<file path="src/rtl/pipeline_pkg.sv">
// Shared types and constants for the pipeline hazard/sequencing controller.
package pipeline_pkg;

    localparam int REG_W = 5;
    localparam logic [REG_W-1:0] ZERO_REG = '0;

    typedef enum logic [1:0] {
        RUN   = 2'd0,
        STALL = 2'd1,
        FLUSH = 2'd2
    } ctrl_state_t;

    // One in-flight destination tracked by the scoreboard.
    typedef struct packed {
        logic             valid;
        logic [REG_W-1:0] dst;
        logic             wren;
    } slot_t;

    localparam slot_t EMPTY_SLOT = '{valid: 1'b0, dst: ZERO_REG, wren: 1'b0};

    // A slot blocks a read only if it will really write a non-zero register.
    function automatic logic slot_hit(slot_t s, logic [REG_W-1:0] src);
        return s.valid && s.wren && (s.dst != ZERO_REG) && (s.dst == src);
    endfunction

endpackage

</file>
<file path="src/rtl/pipeline_ctrl_if.sv">
// Decode-stage hazard request and stall/flush response bundle between datapath and controller.
interface pipeline_ctrl_if;
    import pipeline_pkg::*;

    logic             fd_valid;
    logic [REG_W-1:0] fd_rs1;
    logic [REG_W-1:0] fd_rs2;
    logic             fd_rs1_used;
    logic             fd_rs2_used;
    logic [REG_W-1:0] fd_write_reg;
    logic             fd_reg_wrenable;
    logic             should_jump;

    logic             pc_stall;
    logic             fd_stall;
    logic             ex_bubble;
    logic             flush_fd;
    logic             flush_ex;
    logic             flush_mem;

    modport master (
        output fd_valid, fd_rs1, fd_rs2, fd_rs1_used, fd_rs2_used,
               fd_write_reg, fd_reg_wrenable, should_jump,
        input  pc_stall, fd_stall, ex_bubble, flush_fd, flush_ex, flush_mem
    );

    modport slave (
        input  fd_valid, fd_rs1, fd_rs2, fd_rs1_used, fd_rs2_used,
               fd_write_reg, fd_reg_wrenable, should_jump,
        output pc_stall, fd_stall, ex_bubble, flush_fd, flush_ex, flush_mem
    );

endinterface

</file>
<file path="src/rtl/sat_counter.sv">
// Saturating up-counter with synchronous clear; sticks at all ones.
module sat_counter #(
    parameter int CNT_W = 16
) (
    input  logic             CLOCK_50,
    input  logic             reset,
    input  logic             inc,
    output logic [CNT_W-1:0] count
);

    // NOTE: clocked state is always assigned with <= so every register samples pre-edge values.
    always_ff @(posedge CLOCK_50) begin
        if (reset) begin
            count <= '0;
        end else if (inc && (count != '1)) begin
            count <= count + CNT_W'(1);
        end
    end

endmodule

</file>
<file path="src/rtl/pipeline_ctrl.sv">
// Hazard/sequencing controller: stalls decode on RAW hazards against EX/MEM,
// flushes younger stages on a taken jump, and keeps saturating perf counters.
module pipeline_ctrl
    import pipeline_pkg::*;
#(
    parameter int FLUSH_CYCLES = 1,
    parameter int CNT_W        = 16
) (
    input  logic             CLOCK_50,
    input  logic             reset,
    pipeline_ctrl_if.slave   bus,
    output logic [1:0]       ctrl_state,
    output logic [CNT_W-1:0] stall_cycles,
    output logic [CNT_W-1:0] flush_events
);

    localparam logic [1:0] FLUSH_LOAD = 2'(FLUSH_CYCLES - 1);

    ctrl_state_t state, state_nxt;
    logic [1:0]  flush_cnt, flush_cnt_nxt;
    slot_t       slot_ex, slot_mem;
    logic        hazard;
    logic        flush;
    logic        stall;
    logic        rs1_hit, rs2_hit;

    // No forwarding and no register-file write-through, so both slots block a read.
    assign rs1_hit = slot_hit(slot_ex, bus.fd_rs1) || slot_hit(slot_mem, bus.fd_rs1);
    assign rs2_hit = slot_hit(slot_ex, bus.fd_rs2) || slot_hit(slot_mem, bus.fd_rs2);
    assign hazard  = bus.fd_valid && ((bus.fd_rs1_used && rs1_hit) || (bus.fd_rs2_used && rs2_hit));

    // Reset forces the flush path so the pipe stays clean until the first RUN cycle.
    assign flush = reset || bus.should_jump || ((state == FLUSH) && (flush_cnt != 2'd0));
    assign stall = hazard && !flush;

    assign bus.pc_stall  = stall;
    assign bus.fd_stall  = stall;
    assign bus.ex_bubble = stall;
    assign bus.flush_fd  = flush;
    assign bus.flush_ex  = flush;
    assign bus.flush_mem = flush;
    assign ctrl_state    = state;

    // NOTE: defaults first so every path assigns the next-state signals and no latch is inferred.
    always_comb begin
        state_nxt     = state;
        flush_cnt_nxt = flush_cnt;
        if (bus.should_jump) begin
            state_nxt     = FLUSH;
            flush_cnt_nxt = FLUSH_LOAD;
        end else begin
            case (state)
                RUN:     if (hazard) state_nxt = STALL;
                STALL:   if (!hazard) state_nxt = RUN;
                FLUSH: begin
                    if (flush_cnt == 2'd0) state_nxt = RUN;
                    else                   flush_cnt_nxt = flush_cnt - 2'd1;
                end
                default: state_nxt = RUN;
            endcase
        end
    end

    always_ff @(posedge CLOCK_50) begin
        if (reset) begin
            state     <= RUN;
            flush_cnt <= 2'd0;
        end else begin
            state     <= state_nxt;
            flush_cnt <= flush_cnt_nxt;
        end
    end

    // A stalled decode enters EX as a bubble; a flush empties both slots at once.
    always_ff @(posedge CLOCK_50) begin
        if (flush) begin
            slot_ex  <= EMPTY_SLOT;
            slot_mem <= EMPTY_SLOT;
        end else begin
            slot_mem <= slot_ex;
            slot_ex  <= '{valid: bus.fd_valid && !stall,
                          dst:   bus.fd_write_reg,
                          wren:  bus.fd_reg_wrenable};
        end
    end

    sat_counter #(.CNT_W(CNT_W)) u_stall_cnt (
        .CLOCK_50 (CLOCK_50),
        .reset    (reset),
        .inc      (stall),
        .count    (stall_cycles)
    );

    sat_counter #(.CNT_W(CNT_W)) u_flush_cnt (
        .CLOCK_50 (CLOCK_50),
        .reset    (reset),
        .inc      (bus.should_jump),
        .count    (flush_events)
    );

endmodule

</file>
<file path="src/flat_wrapper.sv">
// flat-port wrapper written by rule: the top's interface ports become plain ports
module pipeline_ctrl_flat import pipeline_pkg::*;
#(
    parameter int FLUSH_CYCLES = 1,
    parameter int CNT_W        = 16
)
  (CLOCK_50, reset, ctrl_state, stall_cycles, flush_events, bus_fd_valid, bus_fd_rs1, bus_fd_rs2, bus_fd_rs1_used, bus_fd_rs2_used, bus_fd_write_reg, bus_fd_reg_wrenable, bus_should_jump, bus_pc_stall, bus_fd_stall, bus_ex_bubble, bus_flush_fd, bus_flush_ex, bus_flush_mem);
  pipeline_ctrl_if bus_i ();
  input  logic CLOCK_50;
  input  logic reset;
  output logic [1:0] ctrl_state;
  output logic [CNT_W-1:0] stall_cycles;
  output logic [CNT_W-1:0] flush_events;
  input wire logic [$bits(bus_i.fd_valid)-1:0] bus_fd_valid;
  input wire logic [$bits(bus_i.fd_rs1)-1:0] bus_fd_rs1;
  input wire logic [$bits(bus_i.fd_rs2)-1:0] bus_fd_rs2;
  input wire logic [$bits(bus_i.fd_rs1_used)-1:0] bus_fd_rs1_used;
  input wire logic [$bits(bus_i.fd_rs2_used)-1:0] bus_fd_rs2_used;
  input wire logic [$bits(bus_i.fd_write_reg)-1:0] bus_fd_write_reg;
  input wire logic [$bits(bus_i.fd_reg_wrenable)-1:0] bus_fd_reg_wrenable;
  input wire logic [$bits(bus_i.should_jump)-1:0] bus_should_jump;
  output wire logic [$bits(bus_i.pc_stall)-1:0] bus_pc_stall;
  output wire logic [$bits(bus_i.fd_stall)-1:0] bus_fd_stall;
  output wire logic [$bits(bus_i.ex_bubble)-1:0] bus_ex_bubble;
  output wire logic [$bits(bus_i.flush_fd)-1:0] bus_flush_fd;
  output wire logic [$bits(bus_i.flush_ex)-1:0] bus_flush_ex;
  output wire logic [$bits(bus_i.flush_mem)-1:0] bus_flush_mem;
  assign bus_i.fd_valid = bus_fd_valid;
  assign bus_i.fd_rs1 = bus_fd_rs1;
  assign bus_i.fd_rs2 = bus_fd_rs2;
  assign bus_i.fd_rs1_used = bus_fd_rs1_used;
  assign bus_i.fd_rs2_used = bus_fd_rs2_used;
  assign bus_i.fd_write_reg = bus_fd_write_reg;
  assign bus_i.fd_reg_wrenable = bus_fd_reg_wrenable;
  assign bus_i.should_jump = bus_should_jump;
  assign bus_pc_stall = bus_i.pc_stall;
  assign bus_fd_stall = bus_i.fd_stall;
  assign bus_ex_bubble = bus_i.ex_bubble;
  assign bus_flush_fd = bus_i.flush_fd;
  assign bus_flush_ex = bus_i.flush_ex;
  assign bus_flush_mem = bus_i.flush_mem;
  pipeline_ctrl #(.FLUSH_CYCLES(FLUSH_CYCLES), .CNT_W(CNT_W)) u_core (.CLOCK_50(CLOCK_50), .reset(reset), .bus(bus_i), .ctrl_state(ctrl_state), .stall_cycles(stall_cycles), .flush_events(flush_events));
endmodule
</file>
<file path="config.mk">
export PLATFORM = sky130hd
export DESIGN_NAME = pipeline_ctrl_flat
export DESIGN_NICKNAME = d
export VERILOG_FILES = /design/src/rtl/pipeline_pkg.sv /design/src/rtl/pipeline_ctrl_if.sv /design/src/rtl/sat_counter.sv /design/src/rtl/pipeline_ctrl.sv /design/src/flat_wrapper.sv
export SDC_FILE = /design/constraint.sdc
export NUM_CORES = 1
export LEC_CHECK = 0
export CAP_MARGIN = 20
export CORE_AREA = 2 2 88 90
export DETAILED_ROUTE_END_ITERATION = 8
export DIE_AREA = 0 0 90 92
export PLACE_DENSITY = 0.67
export SETUP_SLACK_MARGIN = 0.2
export SYNTH_ARGS = -nofsm -noshare
export SYNTH_HDL_FRONTEND = slang
export SYNTH_SLANG_ARGS = --single-unit
</file>
<file path="constraint.sdc">
create_clock -name CLOCK_50 -period 7.3 [get_ports CLOCK_50]
set_clock_uncertainty 0.15 [all_clocks]
set_input_delay 1.825 -clock CLOCK_50 [delete_from_list [all_inputs] [get_ports CLOCK_50]]
set_output_delay 1.825 -clock CLOCK_50 [all_outputs]
set_load 0.005 [all_outputs]
</file>
==> flow_summary.json <==
{
  "status": "finished clean",
  "p_sw_uw": 110,
  "synthArstFlopShare": 0,
  "fillers": 759,
  "cts_sinks": 50,
  "grt_max_degree": 41,
  "port_buffers": 61,
  "critPathMaxStageDelay_ns": 0.59,
  "syn_to_final_growth_pct": 31.7,
  "cts_root_buf": "clkbuf_8",
  "grt_pass1_vias": 1983,
  "postRouteAntennaNets": 0,
  "cts_tree": "done",
  "end_kind": "primary output",
  "rr_endpoint": "u_core.u_stall_cnt.count[15]",
  "grt_pass1_wl_mm": 9.11,
  "drv_cap": 0,
  "tns_ns": 0,
  "wl_per_cell_um": 12.7,
  "dieWidth_um": 90,
  "netlist_area_mm2": 0.00242,
  "final_common_cell": "clkdlybuf4s50_1",
  "syn_avg_cell_area_um2": 9.21,
  "diodes": 0,
  "start_util": 0.325,
  "slew_headroom": 0.551,
  "tightest_slew_ns": 0.672,
  "min_period_ns": 6.19,
  "die_h_um": 92,
  "swShare": 0.231,
  "intPower_uw": 367,
  "synth_cells": 263,
  "min_path_type": "flop to flop",
  "seqPwrFrac": 0.588,
  "fin_ws_ns": 1.11,
  "holdWs_ns": 0.331,
  "critPathMaxFanout": 5,
  "ir_worst_vdd_mv": 0.0621,
  "post_cts_resized": 0,
  "r2r_cells": 7,
  "yosys_warnings": 0,
  "htree_levels": 2,
  "drtIter0Drc": 44,
  "ys_types": 44,
  "antenna_found_initial": 0,
  "synth_seq_cells": 50,
  "overflow": 0,
  "placed_cell_area_mm2": 0.00311,
  "power_frac_clock": 0.328,
  "rsz0062_at_grt": "no",
  "crit_slowest_cell": "or4_1",
  "setup_viol": 0,
  "crit_path_frequent_cell": "clkdlybuf4s50_1",
  "via_per_inst": 4.69,
  "r2r-start": "u_core.slot_ex[4]",
  "dieArea_mm2": 0.00828,
  "hold_depth": 1,
  "cts.clk_slew.worst_paths_ns": 0.08,
  "slew_viol_final": 0,
  "cts-hold-fix-buffers": 0,
  "hold_viol": 0,
  "worst-path-buf-inv": 2,
  "routabilityCongestion": 0.811,
  "powerDensity_mw_per_mm2": 150,
  "grt_usage": 0.134,
  "dp_hpwl_mm": 3.99,
  "max-clock-path-buffers": 2,
  "power_frac_comb": 0.085,
  "critPathTopFamily": "buffers and inverters",
  "pin_count": 62,
  "total_power_uw": 477,
  "num_vias": 1995,
  "path_cells": "clkdlybuf4s50_1, xnor2_1, nand3_1, or4_1, a21boi_4, nor2_2, nor2_1, clkdlybuf4s50_1",
  "max_clock_freq_mhz": 162,
  "drt-pass1-iter-count": 4,
  "hp-start": "u_core.slot_ex[0]",
  "required_ns": 5.33,
  "cts_setup_buffers": 0,
  "clk_latency_ns": 0.30,
  "regToRegSetupSlack_ns": 4.70,
  "period_share": 0.848,
  "synth-edff-count": 0,
  "syn-num-nets": 288,
  "arrival_ns": 4.21,
  "whs_endpoint": "u_core.slot_mem[0]",
  "routed_wirelength_mm": 5.40,
  "core_area_mm2": 0.00745,
  "fp-row-count": 32,
  "final_cell_mix": "clkdlybuf4s50_1, dfxtp_1, nor2_1",
  "leakage_nw": 1.14,
  "critical_path_class": "input pin to primary output",
  "drive_gt1_frac": 0.0650,
  "cts_buffers": 5,
  "final_nets": 348,
  "dpl_worst_slack_ns": 1.10,
  "worstSetupStartpointType": "input pin",
  "seq_area_frac_synth": 0.413,
  "synthFlopType": "dfxtp_1",
  "multiInputGateArea_mm2": 0.00133,
  "regArea_mm2": 0.00100,
  "post-route-cell-area_mm2": 0.00319,
  "drc": 0
}
==> Yosys cell counts, drive strengths merged (2+ instances only) <==
cell     number  area share
dfxtp        50        0.41
nor2         36       0.057
xor2         23       0.083
xnor2        20       0.072
and2         16       0.042
nand3        14       0.029
nand2        11       0.017
or4           7       0.025
a21oi         6       0.012
and3          6       0.015
buf           6       0.022
inv           6      0.0093
nand4         6       0.015
nor3          5       0.010
a21boi        4       0.022
and4          4       0.014
clkbuf        4      0.0062
nor2b         4       0.010
a21o          3      0.0098
ha            3       0.015
mux2          3       0.014
o31ai         3      0.0093
or3           3      0.0077
mux2i         2      0.0083
nor3b         2      0.0062
nor4          2      0.0052
o2111ai       2      0.0072
o211ai        2      0.0083
o311ai        2      0.0072
==> layer usage <==
metal	wire length, um	global-route usage	vias up	part of all wire
li1	-	-	1020	-
met1	2470	0.157	924	0.46
met2	2580	0.237	44	0.48
met3	289	0.0378	7	0.054
met4	65	0.0423	0	0.012
met5	0	0	-	0
==> registers in the layout, indices dropped and copies added, names as in the netlist <==
signal and flops:
u_core.ctrl_state 2, u_core.slot_ex 7, u_core.slot_mem 7, u_core.u_stall_cnt.count 16, u_core.u_flush_cnt.count 16, u_core.flush_cnt 2
==> kinds of logic after synthesis <==
logic type	Yosys count	share of synthesized area
multiplexers	5	0.0222
adder cells (fa/ha/maj)	3	0.0155
AND/OR/NAND/NOR	119	0.264
AO/OA/AOI/OAI	27	0.0925
buffers and inverters	16	0.0372
XOR/XNOR	43	0.155
flip-flops	50	0.413
==> stage by stage <==
step	utilization	std cells
after floorplan	-	263
after detailed placement	0.417	418
after global routing	0.428	425
final	0.428	425
after CTS	0.428	425
after global placement	0.417	418
==> worst max-delay path by stage <==
stage / from / to / cells after the start
after detailed placement: bus_fd_rs2[0] / bus_ex_bubble / 8
final: bus_fd_rs2[0] / bus_ex_bubble / 8
after global placement: bus_fd_rs2[4] / bus_ex_bubble / 8
after floorplan: bus_fd_rs2[0] / bus_fd_stall / 7
after global routing: bus_fd_rs2[4] / bus_ex_bubble / 8
after CTS: bus_fd_rs2[0] / bus_ex_bubble / 8
==> power by group through the flow <==
stage | logic (mW) | clock network (mW) | registers [mW]
after floorplan | 0.0199 | 0 | 0.286
after global placement | 0.0400 | 0 | 0.287
after detailed placement | 0.0406 | 0 | 0.287
after CTS | 0.0410 | 0.164 | 0.280
after global routing | 0.0444 | 0.176 | 0.281
final | 0.0404 | 0.156 | 0.280
==> area by class of cell <==
cell class	instances	area share
multi-input combinational	197	0.417
clock inverter	2	0.00431
timing repair buffer	63	0.196
clock buffer	5	0.0216
inverter	6	0.00706
sequential	50	0.314
tap	102	0.0400
(Power assumes the default switching activity.)
